### src/rtl/ov7670_cfg_pkg.sv
// Shared constants for the OV7670 configuration sequencer: FSM states, table markers, sensor registers.
package ov7670_cfg_pkg;

  typedef enum logic [2:0] {
    S_IDLE,
    S_FETCH,
    S_ISSUE,
    S_WAIT_DONE,
    S_DELAY,
    S_NEXT,
    S_FINISH
  } cfg_state_t;

  localparam logic [7:0]  ADDR_END   = 8'hFF;
  localparam logic [7:0]  ADDR_DELAY = 8'hF0;
  localparam logic [15:0] ENTRY_END  = {ADDR_END, 8'hFF};

  localparam logic [7:0] REG_CLKRC = 8'h11;
  localparam logic [7:0] REG_COM7  = 8'h12;
  localparam logic [7:0] REG_COM3  = 8'h0C;
  localparam logic [7:0] REG_COM10 = 8'h15;
  localparam logic [7:0] REG_TSLB  = 8'h3A;
  localparam logic [7:0] REG_COM15 = 8'h40;

  function automatic logic [15:0] ent(input logic [7:0] a, input logic [7:0] v);
    return {a, v};
  endfunction

endpackage

### src/rtl/ov7670_cfg_rom.sv
// Sensor bring-up table: index -> {reg addr, value}; unlisted indices read as the end marker.
module ov7670_cfg_rom
  import ov7670_cfg_pkg::*;
#(
  parameter int unsigned IW = 6
) (
  input  logic [IW-1:0] idx_i,
  output logic [15:0]   entry_o
);

  always_comb begin
    case (32'(idx_i))
      0:       entry_o = ent(REG_COM7, 8'h80);   // soft reset
      1:       entry_o = ent(ADDR_DELAY, 8'h03); // let the sensor come out of reset
      2:       entry_o = ent(REG_CLKRC, 8'h01);
      3:       entry_o = ent(REG_COM15, 8'hD0);
      4:       entry_o = ent(REG_COM7, 8'h04);
      5:       entry_o = ent(REG_COM3, 8'h00);
      6:       entry_o = ent(REG_TSLB, 8'h04);
      7:       entry_o = ent(ADDR_DELAY, 8'h00);
      8:       entry_o = ent(REG_COM10, 8'h00);
      default: entry_o = ENTRY_END;
    endcase
  end

endmodule

### src/rtl/ov7670_cfg_seq.sv
// Walks the OV7670 bring-up table and issues one SCCB write per entry via newd/busy/done.
// Optional OV7670_CFG_TIMEOUT_EN bounds the waits on the SCCB master and raises a sticky cfg_err_o.
module ov7670_cfg_seq
  import ov7670_cfg_pkg::*;
#(
  parameter int unsigned ROM_DEPTH         = 64,
  parameter int unsigned DELAY_UNIT_CYCLES = 24000,
  parameter int unsigned TIMEOUT_CYCLES    = 16384
) (
  input  logic       clk_i,
  input  logic       rst_ni,
  input  logic       start_i,
  input  logic       sccb_busy_i,
  input  logic       sccb_done_i,
  output logic       sccb_newd_o,
  output logic [7:0] sccb_reg_addr_o,
  output logic [7:0] sccb_data_o,
  output logic       cfg_busy_o,
  output logic       cfg_done_o,
  output logic       cfg_err_o
);

  localparam int unsigned IW = (ROM_DEPTH > 1) ? $clog2(ROM_DEPTH) : 1;
  localparam logic [IW-1:0] LAST_IDX = IW'(ROM_DEPTH - 1);

  cfg_state_t    state_q, state_d;
  logic [IW-1:0] idx_q, idx_d;
  logic [7:0]    addr_q, addr_d, data_q, data_d;
  logic          newd_q, newd_d, busy_q, busy_d, done_q, done_d;
  logic [31:0]   dly_q, dly_d;
  logic [15:0]   rom_entry;

`ifdef OV7670_CFG_TIMEOUT_EN
  logic [31:0] tmo_q, tmo_d;
  logic        err_q, err_d;
`else
  localparam int unsigned tmo_unused = TIMEOUT_CYCLES;
`endif

  ov7670_cfg_rom #(.IW(IW)) u_rom (
    .idx_i   (idx_q),
    .entry_o (rom_entry)
  );

  always_comb begin
    state_d = state_q;
    idx_d   = idx_q;
    addr_d  = addr_q;
    data_d  = data_q;
    newd_d  = newd_q;
    busy_d  = busy_q;
    done_d  = 1'b0;
    dly_d   = dly_q;
`ifdef OV7670_CFG_TIMEOUT_EN
    tmo_d   = tmo_q + 32'd1;
    err_d   = err_q;
`endif
    case (state_q)
      S_IDLE: if (start_i) begin
        busy_d  = 1'b1;
        idx_d   = '0;
        state_d = S_FETCH;
`ifdef OV7670_CFG_TIMEOUT_EN
        err_d   = 1'b0;
`endif
      end
      S_FETCH: begin
        if (rom_entry == ENTRY_END) begin
          done_d  = 1'b1;
          busy_d  = 1'b0;
          state_d = S_FINISH;
        end else if (rom_entry[15:8] == ADDR_DELAY) begin
          dly_d   = 32'(rom_entry[7:0]) * DELAY_UNIT_CYCLES;
          state_d = S_DELAY;
        end else begin
          addr_d  = rom_entry[15:8];
          data_d  = rom_entry[7:0];
          newd_d  = 1'b1;
          state_d = S_ISSUE;
`ifdef OV7670_CFG_TIMEOUT_EN
          tmo_d   = '0;
`endif
        end
      end
      // done before busy belongs to someone else's transaction; only busy moves us on
      S_ISSUE: begin
        if (sccb_busy_i) begin
          newd_d  = 1'b0;
          state_d = S_WAIT_DONE;
`ifdef OV7670_CFG_TIMEOUT_EN
          tmo_d   = '0;
        end else if (tmo_q >= TIMEOUT_CYCLES - 1) begin
          newd_d  = 1'b0;
          err_d   = 1'b1;
          done_d  = 1'b1;
          busy_d  = 1'b0;
          state_d = S_FINISH;
`endif
        end
      end
      S_WAIT_DONE: begin
        if (sccb_done_i) begin
          state_d = S_NEXT;
`ifdef OV7670_CFG_TIMEOUT_EN
        end else if (tmo_q >= TIMEOUT_CYCLES - 1) begin
          err_d   = 1'b1;
          done_d  = 1'b1;
          busy_d  = 1'b0;
          state_d = S_FINISH;
`endif
        end
      end
      // a load of N spends exactly N cycles here (a zero load still takes one)
      S_DELAY: begin
        if (dly_q <= 32'd1) begin
          dly_d   = '0;
          state_d = S_NEXT;
        end else begin
          dly_d   = dly_q - 32'd1;
        end
      end
      S_NEXT: begin
        if (idx_q == LAST_IDX) begin
          done_d  = 1'b1;
          busy_d  = 1'b0;
          state_d = S_FINISH;
        end else begin
          idx_d   = idx_q + 1'b1;
          state_d = S_FETCH;
        end
      end
      S_FINISH: state_d = S_IDLE;
      default:  state_d = S_IDLE;
    endcase
  end

  always_ff @(posedge clk_i) begin
    if (!rst_ni) begin
      state_q <= S_IDLE;
      idx_q   <= '0;
      addr_q  <= '0;
      data_q  <= '0;
      newd_q  <= 1'b0;
      busy_q  <= 1'b0;
      done_q  <= 1'b0;
      dly_q   <= '0;
`ifdef OV7670_CFG_TIMEOUT_EN
      tmo_q   <= '0;
      err_q   <= 1'b0;
`endif
    end else begin
      state_q <= state_d;
      idx_q   <= idx_d;
      addr_q  <= addr_d;
      data_q  <= data_d;
      newd_q  <= newd_d;
      busy_q  <= busy_d;
      done_q  <= done_d;
      dly_q   <= dly_d;
`ifdef OV7670_CFG_TIMEOUT_EN
      tmo_q   <= tmo_d;
      err_q   <= err_d;
`endif
    end
  end

  assign sccb_newd_o     = newd_q;
  assign sccb_reg_addr_o = addr_q;
  assign sccb_data_o     = data_q;
  assign cfg_busy_o      = busy_q;
  assign cfg_done_o      = done_q;
`ifdef OV7670_CFG_TIMEOUT_EN
  assign cfg_err_o       = err_q;
`else
  assign cfg_err_o       = 1'b0;
`endif

endmodule

### config.mk
export PLATFORM = sky130hd
export DESIGN_NAME = ov7670_cfg_seq
export DESIGN_NICKNAME = d
export VERILOG_FILES = /design/src/rtl/ov7670_cfg_pkg.sv /design/src/rtl/ov7670_cfg_rom.sv /design/src/rtl/ov7670_cfg_seq.sv
export SDC_FILE = /design/constraint.sdc
export NUM_CORES = 1
export LEC_CHECK = 0
export CORE_MARGIN = 1
export CORE_UTILIZATION = 30
export CTS_CLUSTER_DIAMETER = 120
export CTS_CLUSTER_SIZE = 14
export DETAILED_ROUTE_END_ITERATION = 16
export PLACE_DENSITY = 0.42
export SETUP_SLACK_MARGIN = 0.05
export SLEW_MARGIN = 40
export SYNTH_ARGS = -nofsm -noshare
export SYNTH_HDL_FRONTEND = slang
export SYNTH_SLANG_ARGS = --single-unit
### constraint.sdc
create_clock -name clk_i -period 15.8 [get_ports clk_i]
set_clock_uncertainty 0.05 [all_clocks]
set_input_delay 3.16 -clock clk_i [delete_from_list [all_inputs] [get_ports clk_i]]
set_output_delay 3.16 -clock clk_i [all_outputs]
set_load 0.005 [all_outputs]
==> results.toml, run 1 <==
[cts]
cts_resized = 0
h-tree-depth = 3
cts_buffer_depth = 2
path_clk_slew_ns = 0.06
hold_buffers = 0
clock-root-buffer = "clkbuf_16"
cts_tree = "built"
cts_setup_buffers = 0
clock_sinks = 72
insertion_delay_ns = 0.34
cts_buffers = 9

[yosys]
ys_types = 65
synth_ff_type = "dfxtp_1"
yosysSeqAreaShare_pct = 28.05
yosysWarnings = 0
synth_top_family_by_area = "simple AND/OR/NAND/NOR gates"
synthMuxAreaShare_pct = 0.7792
synth_edf_count = 0
synth-xor-area-share_pct = 4.772
synth_top_cell_area_share_pct = 28.05
syn-num-nets = 704
synthesis.area_sq_um = 5139
synth_top_cell_by_area = "dfxtp_1"
synthSimpleGateAreaFrac_pct = 22.55
synthArstFlopShare_pct = 0
synth.most_common_cell = "nor2_1"
synth_compound_area_share_pct = 16.58
synthCells = 630
synth_commonest_cells = "nor2_1 (77), dfxtp_1 (72), inv_1 (61)"
synth_area_leaders = "dfxtp_1 (28%), ha_1 (12%), fa_1 (7.8%), nor2_1 (5.6%), inv_1 (4.5%)"
synthAdderAreaFrac_pct = 19.72
synth.ff_latch_count = 72
synth.avg_cell_area_sq_um = 8.157

[sta]
worst_pin_slew_ns = 0.8209
rsz0062_at_grt = "no"
period_share_pct = 37.59
holdWs_ns = 0.4274
max_freq_mhz = 168.4
hold_viol_final = 0
post-route-min-period_ns = 5.939
setup_slack_ns = 9.861
drv_slew = 0
fin_setup_tns_ns = 0
setup_viol = 0
slew_headroom_pct = 45.22

[die]
die_y_microns = 132.9
die-area_sq_um = 17660
ioPinCount = 25
initial_utilization_pct = 30.88
die_w_microns = 132.9
core_sq_um = 16640
rows = 47

[grt]
grt_pass1_wl_mm = 21.58
grt_pass1_vias = 4187
gr-usage-all-layers_pct = 15.47
grt_antenna_before_repair = 0
grt_overflow = 0
grt_max_degree = 28

[run]
cap_viol_max_count = 0

[power]
power_density_nw_per_um2 = 126.8
ir_drop_uv = 54.17
cellLeakagePower_nw = 2.549
power.total_uw = 743.3

[worst_setup_path]
r2r_end = "dly_q[22]"
cp.required_ns = 15.98
cp.arrival_ns = 6.12
reg2reg_setup_slack_ns = 10.27
crit_start = "start_i"
reg2regPathDepth = 16
path_class = "input pin to flip-flop"
r2r-start = "idx_q[4]"
cp-start-kind = "input pin"
critical_path.endpoint_type = "flip-flop"
critical_path.max_fanout = 5

[route]
wl_per_cell_microns = 15.19
ant_nets = 0
drtIter0Drc = 168
drc = 0
drt_wl_total_mm = 13.06
num_vias = 4212
vias_per_cell = 4.898
drt_first_pass_iters = 4

[placed_design]
place_ws_ns = 9.515
gp_congestion = 0.7872
placement.cell_area_sq_um = 5529
dp_hpwl_mm = 9.938
place_inst = 844
port_buffers = 23

[min_path]
hold_class = "flip-flop to flip-flop"
hold_depth = 2
min_from = "dly_q[7]"
holdPathEnd = "dly_q[7]"

[layout]
num-fill-cells = 1731
regArea_sq_um = 1441
final_nets = 709
postLayoutCellArea_sq_um = 5863
drive_above_1_share_pct = 6.406
multi_input_area_sq_um = 3337
layoutNonFillerInstCount = 860
fin_util_pct = 35.23
n_antenna_cell = 0
area_growth_pct = 14.10

[run_status]
status = "finished clean"
where the power goes:
part           switching, mW  internal, mW  total [mW]
Clock                 0.0805         0.143       0.224
Combinational          0.168         0.129       0.298
Sequential            0.0184         0.204       0.222
Total                  0.267         0.476       0.743
metal layers:
metal	GRT usage [%]	up-vias	wire, microns
li1	-	2188	-
met1	20.08	1967	6496
met2	25.22	49	6051
met3	3.602	8	383
met4	4.981	0	131
met5	0	-	0
logic make-up (layout without fill, tap and decap cells):
logic type                 count (synthesis)  after routing
AOI/OAI and AO/OA                        129            129
DFF                                       72             72
buffers and inverters                     93            103
and+or+nand+nor                          234            234
adders and majority gates                 69             69
xor gates and xnor gates                  28             28
other                                      1              1
muxes                                      4              4
worst max-delay path, stage by stage:
cell             delay (ns)
clkdlybuf4s50_1        0.51
or3b_2                 0.45
a21oi_1                0.24
and2_1                 0.29
mux2i_1                0.26
nor2_1                 0.13
inv_1                  0.15
ha_1                   0.22
nor3b_1                0.43
a21oi_1                0.10
o21bai_1               0.19
layout make-up:
class / count / area share [%]
Tap cell: 220 / 4.695
Timing Repair Buffer: 25 / 4.183
Clock inverter: 6 / 1.579
Multi-Input combinational cell: 465 / 56.91
Inverter: 62 / 3.969
Clock buffer: 10 / 4.076
Sequential cell: 72 / 24.58
cell usage in the layout (no fill, tap or decap), types with 19 or more instances in the layout:
master,n
clkdlybuf4s50_1,23
dfxtp_1,72
nor2_1,75
ha_1,49
nor3_1,19
o21ai_0,22
a21oi_1,34
inv_1,61
nand2_1,54
fa_1,20
worst max-delay path by stage:
stage,end,slack [ns]
2_1_floorplan,flip-flop,10.31
3_3_place_gp,flip-flop,9.54
3_5_place_dp,flip-flop,9.51
4_1_cts,flip-flop,9.88
5_1_grt,flip-flop,9.66
6_report,flip-flop,9.86
(Power assumes the default switching activity.)
==> run 2, diff against run 1 <==
Clock period 15.8 ns to 5.8 ns, I/O delays scaled along.
==> run 2 against run 1 <==
Net effect:
- sequential cell count unchanged
- worst hold slack got worse by 0.0052 ns
- sequential share of layout area about the same
- critical path depth increased by 7
- routed wire length decreased by 0.86%
- highest routed layer unchanged
==> results.toml, run 2 (synthesis results as in run 1) <==
[worst_setup_path]
cp_slowest_stage_delay_ns = 0.56
crit_top_cell = "inv_1"
cp_top_family = "adder cells"
r2r_end = "dly_q[22]"
cp-start-kind = "flip-flop"
reg2regPathDepth = 18
critical_path.endpoint_type = "flip-flop"
critical_path.max_fanout = 19
cp_slowest_cell = "fa_1"
reg2reg_setup_slack_ns = 0.46
cp.depth = 18
setup.worst_path.end = "dly_q[22]"
cp.required_ns = 5.96
crit_chain = "or2_2 > nor2_1 > inv_1 > ha_1 > inv_1 > ha_1 > fa_1 > fa_1 > inv_1 > fa_1 > inv_1 > ha_1 > nor2b_1 > a311o_1 > a31oi_1 > o21ai_0 > xnor2_1 > o22ai_1"
cp.arrival_ns = 5.50
r2r-start = "idx_q[4]"
crit_start = "idx_q[4]"
path_class = "flip-flop to flip-flop"
path_buf_inv = 4

[layout]
layoutNonFillerInstCount = 863
postLayoutCellArea_sq_um = 5871
drive_above_1_share_pct = 6.687
n_antenna_cell = 0
area_growth_pct = 14.24
regArea_sq_um = 1441
layout_commonest_cell = "nor2_1"
fin_util_pct = 35.28
final_nets = 712
num-fill-cells = 1735
multi_input_area_sq_um = 3333
layout_common_cells = "nor2_1 (75), dfxtp_1 (72), inv_1 (60), nand2_1 (54), ha_1 (49)"

[sta]
slew_headroom_pct = 50.20
period_share_pct = 92.10
max_freq_mhz = 187.2
hold_viol_final = 0
worst_pin_slew_ns = 0.7451
post-route-min-period_ns = 5.342
drv_slew = 0
setup_viol = 0
fin_setup_tns_ns = 0
rsz0062_at_grt = "no"

[grt]
grt_pass1_vias = 4273
grt_pass1_wl_mm = 21.67
grt_overflow = 0
grt_max_degree = 28
gr-usage-all-layers_pct = 15.58
grt_antenna_before_repair = 0

[placed_design]
gp_congestion = 0.7941
placement.cell_area_sq_um = 5548
dp_hpwl_mm = 10.02
place_inst = 847
port_buffers = 23

[die]
rows = 47
core_sq_um = 16640
die-area_sq_um = 17660
die_w_microns = 132.9
initial_utilization_pct = 30.88
ioPinCount = 25
die_y_microns = 132.9

[min_path]
hold_class = "flip-flop to flip-flop"
min_from = "dly_q[10]"

[route]
top_layer_used = "met4"
drt_first_pass_iters = 4
drt_wl_total_mm = 12.95
num_vias = 4260
ant_nets = 0
drt-met1-wl_mm = 6.263
drtIter0Drc = 224
wl_met2_mm = 5.958
wl_per_cell_microns = 15.01
drc = 0
vias_per_cell = 4.936
wl_met3_microns = 558

[cts]
cts_buffers = 9
clock-root-buffer = "clkbuf_16"
h-tree-depth = 3
cts_buffer_depth = 2
insertion_delay_ns = 0.34
clock_sinks = 72
cts_setup_buffers = 0
hold_buffers = 0
path_clk_slew_ns = 0.06
cts_tree = "built"
cts_resized = 0

[power]
ir_drop_uv = 205.0
power_density_nw_per_um2 = 344.5
cellLeakagePower_nw = 2.558

[run]
cap_viol_max_count = 0

[run_status]
status = "finished clean"
==> run 2: how the worst min path moves through the flow <==
stage                           end  cells after the start
after floorplan            dly_q[7]                      2
after detailed placement   dly_q[7]                      2
final                     dly_q[10]                      2
after global placement     dly_q[7]                      2
after CTS                 dly_q[10]                      2
after global routing      dly_q[10]                      2
==> run 2: final cells by class <==
type / count / area share, %
Clock buffer: 9 / 3.836
Clock inverter: 7 / 1.620
Inverter: 62 / 3.964
Multi-Input combinational cell: 465 / 56.78
Sequential cell: 72 / 24.55
Tap cell: 220 / 4.689
Timing Repair Buffer: 28 / 4.561
==> run 2: power breakdown <==
group | switching (mW) | internal, mW | total, mW
logic | 0.464 | 0.355 | 0.820
registers | 0.0468 | 0.555 | 0.602
clock network | 0.224 | 0.377 | 0.601
total | 0.735 | 1.29 | 2.02
==> run 2: routing by layer <==
layer	track usage, %	vias up
li1	-	2193
met4	4.470	0
met1	19.83	1976
met5	0	-
met2	26.12	78
met3	3.640	13
==> run 2: metrics by stage <==
step / setup WS (ns) / hold slack (ns) / power [mW]
final: 0.4583 / 0.4222 / 2.023
after global routing: 0.1748 / 0.4550 / 2.184
after CTS: 0.4283 / 0.4225 / 2.050
after detailed placement: 0.4464 / 0.4126 / 1.433
after global placement: 0.5543 / 0.4063 / 1.433
after floorplan: 0.8172 / 0.3853 / 1.197
==> run 2: worst reg2reg max path, cell delays in order, from the launching register on <==
cell and delay [ns]:
dfxtp_1 0.37, or2_2 0.45, nor2_1 0.19, inv_1 0.10
ha_1 0.33, inv_1 0.10, ha_1 0.33, fa_1 0.50
fa_1 0.56, inv_1 0.06, fa_1 0.53, inv_1 0.04
ha_1 0.33, nor2b_1 0.15, a311o_1 0.37, a31oi_1 0.35
o21ai_0 0.18, xnor2_1 0.15, o22ai_1 0.09
==> patch 1, RTL diff (settings of run 1) <==
`ROM_DEPTH`: 64 -> 128.
--- a/src/rtl/ov7670_cfg_seq.sv
+++ b/src/rtl/ov7670_cfg_seq.sv
@@ -3,7 +3,7 @@
 module ov7670_cfg_seq
   import ov7670_cfg_pkg::*;
 #(
-  parameter int unsigned ROM_DEPTH         = 64,
+  parameter int unsigned ROM_DEPTH         = 128,
   parameter int unsigned DELAY_UNIT_CYCLES = 24000,
   parameter int unsigned TIMEOUT_CYCLES    = 16384
 ) (
Behaviour: same outputs for any inputs over 10 cycles, from zero or initial values and one cycle with rst_ni low; that may be too few to reach the edited logic, so the function may still have changed.
==> patch 1 against run 1 <==
Power fell by 11%. Sequential cell count rose by 1. Final cell count rose by 1.0%. Synthesized area rose by 1.1%. Worst setup slack improved by 0.24 ns. Maximum frequency rose by 4.2%. Global-route usage rose by 1.0 points. Synthesized cell count rose by 0.95%. Combinational power fell by 13%. Routed wire length rose by 6.9%. Design area fell by 0.30%.
==> patch 1: results (changes against run 1) <==
Logic synthesis
  – Sequential share of the synthesized area: 0.2813 (was 0.2805)
  – Yosys warns: 0 (unchanged)
  – Synth area leaders: dfxtp_1, ha_1, fa_1, nor2_1, inv_1 (unchanged)
  – Library cells used by synthesis: 58 (was 65)
  – Async set-reset flop share out of synthesis: 0 (unchanged)
  – Most frequent cells after synthesis: nor2_1, dfxtp_1, inv_1 (unchanged)
  – Syn nets: 710 (was 704)
  – Ys flop type: dfxtp_1 (unchanged)

Clock tree
  – Post-CTS Setup Repair Bufs: 0 (unchanged)
  – Post-cts resize count: 0 (unchanged)
  – H-tree depth: 3 (unchanged)
  – Worst-Skew Late Latency: 0.34 ns (about the same)
  – Clk buf depth: 2 (unchanged)
  – Root buffer cell: clkbuf_16 (unchanged)
  – Clock buffer count from CTS: 9 (unchanged)
  – CTS clk-pin slew, worst paths: 0.06 ns (about the same)

GRT
  – Largest net degree at the start of global routing: 30 (was 28)
  – First-pass GRT wire length: 22840 um (was 21580 um)
  – Met3 Use GR: 0.02702 (was 0.03602)
  – GR Util met2: 0.2674 (was 0.2522)
  – Total GRT Usage: 0.1652 (was 0.1547)
  – Initial antenna violation count: 0 (unchanged)
  – Vias in the first global route: 4261 (was 4187)
  – Met1 usage: 0.2239 (was 0.2008)

Min path
  – Worst hold start: dly_q[6] (was dly_q[7])
  – Cell depth of the worst hold path: 2 (unchanged)
  – Worst min path class: reg -> reg (unchanged)
  – Hold Path End: dly_q[6] (was dly_q[7])

Critical path
  – Slowest cell delay on critical path: 0.65 ns (was 0.51 ns)
  – CP Launch Type: flip-flop (was primary input)
  – Worst reg2reg endpoint: dly_q[20] (was dly_q[22])
  – Worst R2R Path Depth: 19 (was 16)
  – Crit path max-delay family: adder cells (was simple AND/OR/NAND/NOR gates)
  – Critical-path top delay cell: or3_1 (was clkdlybuf4s50_1)
  – Reg2reg start: idx_q[4] (unchanged)
  – Reg2reg setup slack: 10.10 ns (was 10.27 ns)
  – Crit-path max FO: 19 (was 5)
  – Critical path arrival: 5.88 ns (was 6.12 ns)

Route
  – Wl on met1: 7086 um (was 6496 um)
  – Highest metal used: met4 (unchanged)
  – Vias: 4359 (was 4212)
  – DRT Pass-1 Iters: 4 (unchanged)
  – Drt initial violations: 231 (was 168)
  – Detail Route met2 WL: 6335 um (was 6051 um)
  – WL/cell: 16.06 um (was 15.19 um)
  – Met3 wire length: 354 um (was 383 um)

Placement
  – Placed Instance Area: 0.005584 mm^2 (was 0.005529 mm^2)
  – GPL Wtd Cong: 0.8024 (was 0.7872)
  – I/O Buffers: 23 (unchanged)
  – Final HPWL DP: 10880 um (was 9938 um)

Power and ir drop
  – Max VDD drop: 48.23 uV (was 54.17 uV)
  – Switching power: 246.2 uW (was 267.2 uW)
  – Static leakage power: 0.002491 uW (was 0.002549 uW)

Timing
  – Worst-margin pin slew: 0.8018 ns (was 0.8209 ns)

Cells and area
  – Ant diodes: 0 (unchanged)
  – Fin nets: 718 (was 709)
  – Fraction of layout cells with a size suffix above 1: 0.05085 (was 0.06406)

Outcome
  – Status: complete, no violations (unchanged)
patch 1: cell count changes in the layout (fill, tap and decap cells not counted), moves of 4 or more:
cell      before  now
xor2_1        10   21
a211oi_1      14   10
clkbuf_1       0    4
nand3b_1       1    5
nor3_1        19   32
nor2_1        75   85
o21ai_0       22   29
nand3_1       15    7
a21o_1         7   11
a31oi_1       11    7
nand2_1       54   43
patch 1: worst max path at each step:
stage | to | slack [ns] | depth (start not counted)
finish | dly_q[20] | 10.10 | 19
global route | dly_q[20] | 9.79 | 19
CTS | dly_q[20] | 10.05 | 19
detailed placement | flip-flop | 9.98 | 8
global placement | flip-flop | 10.06 | 10
floorplan | dly_q[17] | 10.65 | 20
patch 1: area by class of cell:
class / instances / area (um^2)
clock inverter: 3 / 17.52
sequential: 73 / 1461
clock buffer: 13 / 240.2
timing repair buffer: 24 / 237.7
fill: 1779 / 10910
inverter: 64 / 240.2
tap: 220 / 275.3
multi-input combinational: 472 / 3373
patch 1: stage by stage:
step                setup slack [ns]  hold slack, ns  instances
floorplan                      10.65          0.4016        636
global placement               10.06          0.4239        853
finish                         10.10          0.4394        869
CTS                            10.05          0.4387        869
detailed placement             9.983          0.4304        853
global route                   9.785          0.4599        869
patch 1: kinds of logic after synthesis:
group	count (synthesis)	synth area share
mux	5	0.009875
buf+inv	91	0.07008
flops	73	0.2813
fa+ha+maj	69	0.1951
other cells	1	0.0007219
xor+xnor	38	0.06407
compound gates	126	0.1556
simple gates	233	0.2233
patch 1: power by group through the flow:
stage / clock, uW / sequential, uW / combinational [uW]
2_1_floorplan: 0 / 220 / 183
3_3_place_gp: 0 / 226 / 263
3_5_place_dp: 0 / 226 / 260
4_1_cts: 191 / 222 / 263
5_1_grt: 198 / 225 / 294
6_report: 184 / 222 / 259
==> patch 2, RTL diff (flow settings as in run 1) <==
Made on the original files. Add an input register stage for `sccb_done_i`, without a reset; this delays it by one clock. The other inputs are not delayed to match.
--- a/src/rtl/ov7670_cfg_seq.sv
+++ b/src/rtl/ov7670_cfg_seq.sv
@@ -22,6 +22,12 @@
 
   localparam int unsigned IW = (ROM_DEPTH > 1) ? $clog2(ROM_DEPTH) : 1;
   localparam logic [IW-1:0] LAST_IDX = IW'(ROM_DEPTH - 1);
+
+  logic sccb_done_q;
+
+  always_ff @(posedge clk_i) begin
+    sccb_done_q <= sccb_done_i;
+  end
 
   cfg_state_t    state_q, state_d;
   logic [IW-1:0] idx_q, idx_d;
@@ -99,7 +105,7 @@
         end
       end
       S_WAIT_DONE: begin
-        if (sccb_done_i) begin
+        if (sccb_done_q) begin
           state_d = S_NEXT;
 `ifdef OV7670_CFG_TIMEOUT_EN
         end else if (tmo_q >= TIMEOUT_CYCLES - 1) begin
Check against the original RTL: same outputs for any inputs over 10 cycles, from zero or initial values and one cycle with rst_ni low; that may be too few to reach the edited logic, so the function may still have changed.
==> patch 2 against run 1 <==
Via count increased by 1.9%. Highest routed layer unchanged. Sequential cell count rose by 1. Routed wire length increased by 0.89%. Synthesized area is 1.6% higher. Design area rose by 1.8%. Worst setup slack better by 0.37 ns. Power is 4.2% lower. Final cell count is 0.70% higher. Largest cell class unchanged.
==> patch 2: results (changes against run 1) <==
Outcome
  – Status: complete, no violations (unchanged)

Route
  – Wl on met1: 6576 um (was 6496 um)
  – WL/cell: 15.22 um (was 15.19 um)
  – Detail Route met2 WL: 6094 um (was 6051 um)
  – Vias: 4293 (was 4212)
  – Drt via density: 4.957 (was 4.898)
  – Drt initial violations: 135 (was 168)
  – Met3 wire length: 355 um (was 383 um)

Power and ir drop
  – Switching share of total power: 0.3655 (was 0.3595)
  – Max VDD drop: 78.17 uV (was 54.17 uV)
  – Static leakage power: 0.002612 uW (was 0.002549 uW)

Cells and area
  – P&R area growth vs syn: 14.31% (was 14.10%)
  – Fin nets: 715 (was 709)
  – Fraction of layout cells with a size suffix above 1: 0.08050 (was 0.06406)

Logic synthesis
  – Sequential share of the synthesized area: 0.2799 (was 0.2805)
  – Post-synthesis mux area share: 0.01174 (was 0.007792)
  – Syn nets: 696 (was 704)
  – Most frequent cells after synthesis: dfxtp_1, nor2_1, inv_1 (was nor2_1, dfxtp_1, inv_1)
  – Library cells used by synthesis: 70 (was 65)
  – Top-area cell type share of the netlist area: 0.2799 (was 0.2805)
  – Async set-reset flop share out of synthesis: 0 (unchanged)
  – Post-Synth Adder-Cell Area: 0.1941 (was 0.1972)
  – Synth area leaders: dfxtp_1, ha_1, fa_1, nor2_1, inv_1 (unchanged)
  – Synth Area in Compound Gates: 0.1716 (was 0.1658)
  – Post-Syn Area per Cell: 8.394 um^2 (was 8.157 um^2)
  – Post-synthesis xor/xnor area fraction: 0.05368 (was 0.04772)

Critical path
  – Reg2reg setup slack: 10.48 ns (was 10.27 ns)
  – Worst R2R Path Depth: 19 (was 16)
  – Worst reg2reg endpoint: dly_q[21] (was dly_q[22])
  – Crit path from: start_i (unchanged)
  – Critical-path top delay cell: nor4b_1 (was clkdlybuf4s50_1)
  – Crit-path max FO: 6 (was 5)
  – Critical path arrival: 5.80 ns (was 6.12 ns)
  – WS Path Type: in -> reg (unchanged)

GRT
  – First-pass GRT wire length: 22070 um (was 21580 um)
  – Met3 Use GR: 0.02532 (was 0.03602)
  – Largest net degree at the start of global routing: 26 (was 28)
  – Total GRT Usage: 0.1560 (was 0.1547)
  – Vias in the first global route: 4403 (was 4187)
  – GR Util met2: 0.2611 (was 0.2522)
  – Met1 usage: 0.2059 (was 0.2008)

Min path
  – Hold Path End: dly_q[11] (was dly_q[7])
  – Worst min path class: reg -> reg (unchanged)
  – Cell depth of the worst hold path: 2 (unchanged)
  – Worst hold start: dly_q[11] (was dly_q[7])

Clock tree
  – Root buffer cell: clkbuf_16 (unchanged)
  – Post-CTS Setup Repair Bufs: 0 (unchanged)
  – Worst-Skew Late Latency: 0.34 ns (about the same)
  – H-tree depth: 3 (unchanged)

Placement
  – GPL Wtd Cong: 0.8200 (was 0.7872)
  – Final HPWL DP: 10200 um (was 9938 um)
  – Placed Instances: 850 (was 844)

Timing
  – Slew HR: 0.4917 (was 0.4522)
==> patch 2: power by group through the flow <==
stage | clock (uW) | combinational, uW | sequential (uW)
detailed placement | 0 | 292 | 224
global route | 217 | 330 | 224
finish | 202 | 288 | 221
global placement | 0 | 290 | 225
floorplan | 0 | 213 | 219
CTS | 210 | 294 | 221
==> patch 2: final cells by class <==
class                      count  area (um^2)
clock buffer                  11        232.7
sequential                    73         1461
inverter                      60        225.2
timing repair buffer          29        275.3
multi-input combinational    468         3442
clock inverter                 5        56.30
tap                          220        275.3
fill                        1743        10790
==> patch 2: through the flow <==
step | hold WS (ns) | util | setup slack, ns | cell area (um^2)
after CTS | 0.4250 | 0.3557 | 10.19 | 5962
after detailed placement | 0.4165 | 0.3385 | 9.840 | 5673
after global routing | 0.4691 | 0.3561 | 9.956 | 5968
after floorplan | 0.3973 | - | 10.73 | 5221
after global placement | 0.4237 | 0.3385 | 9.921 | 5673
final | 0.4266 | 0.3561 | 10.23 | 5968
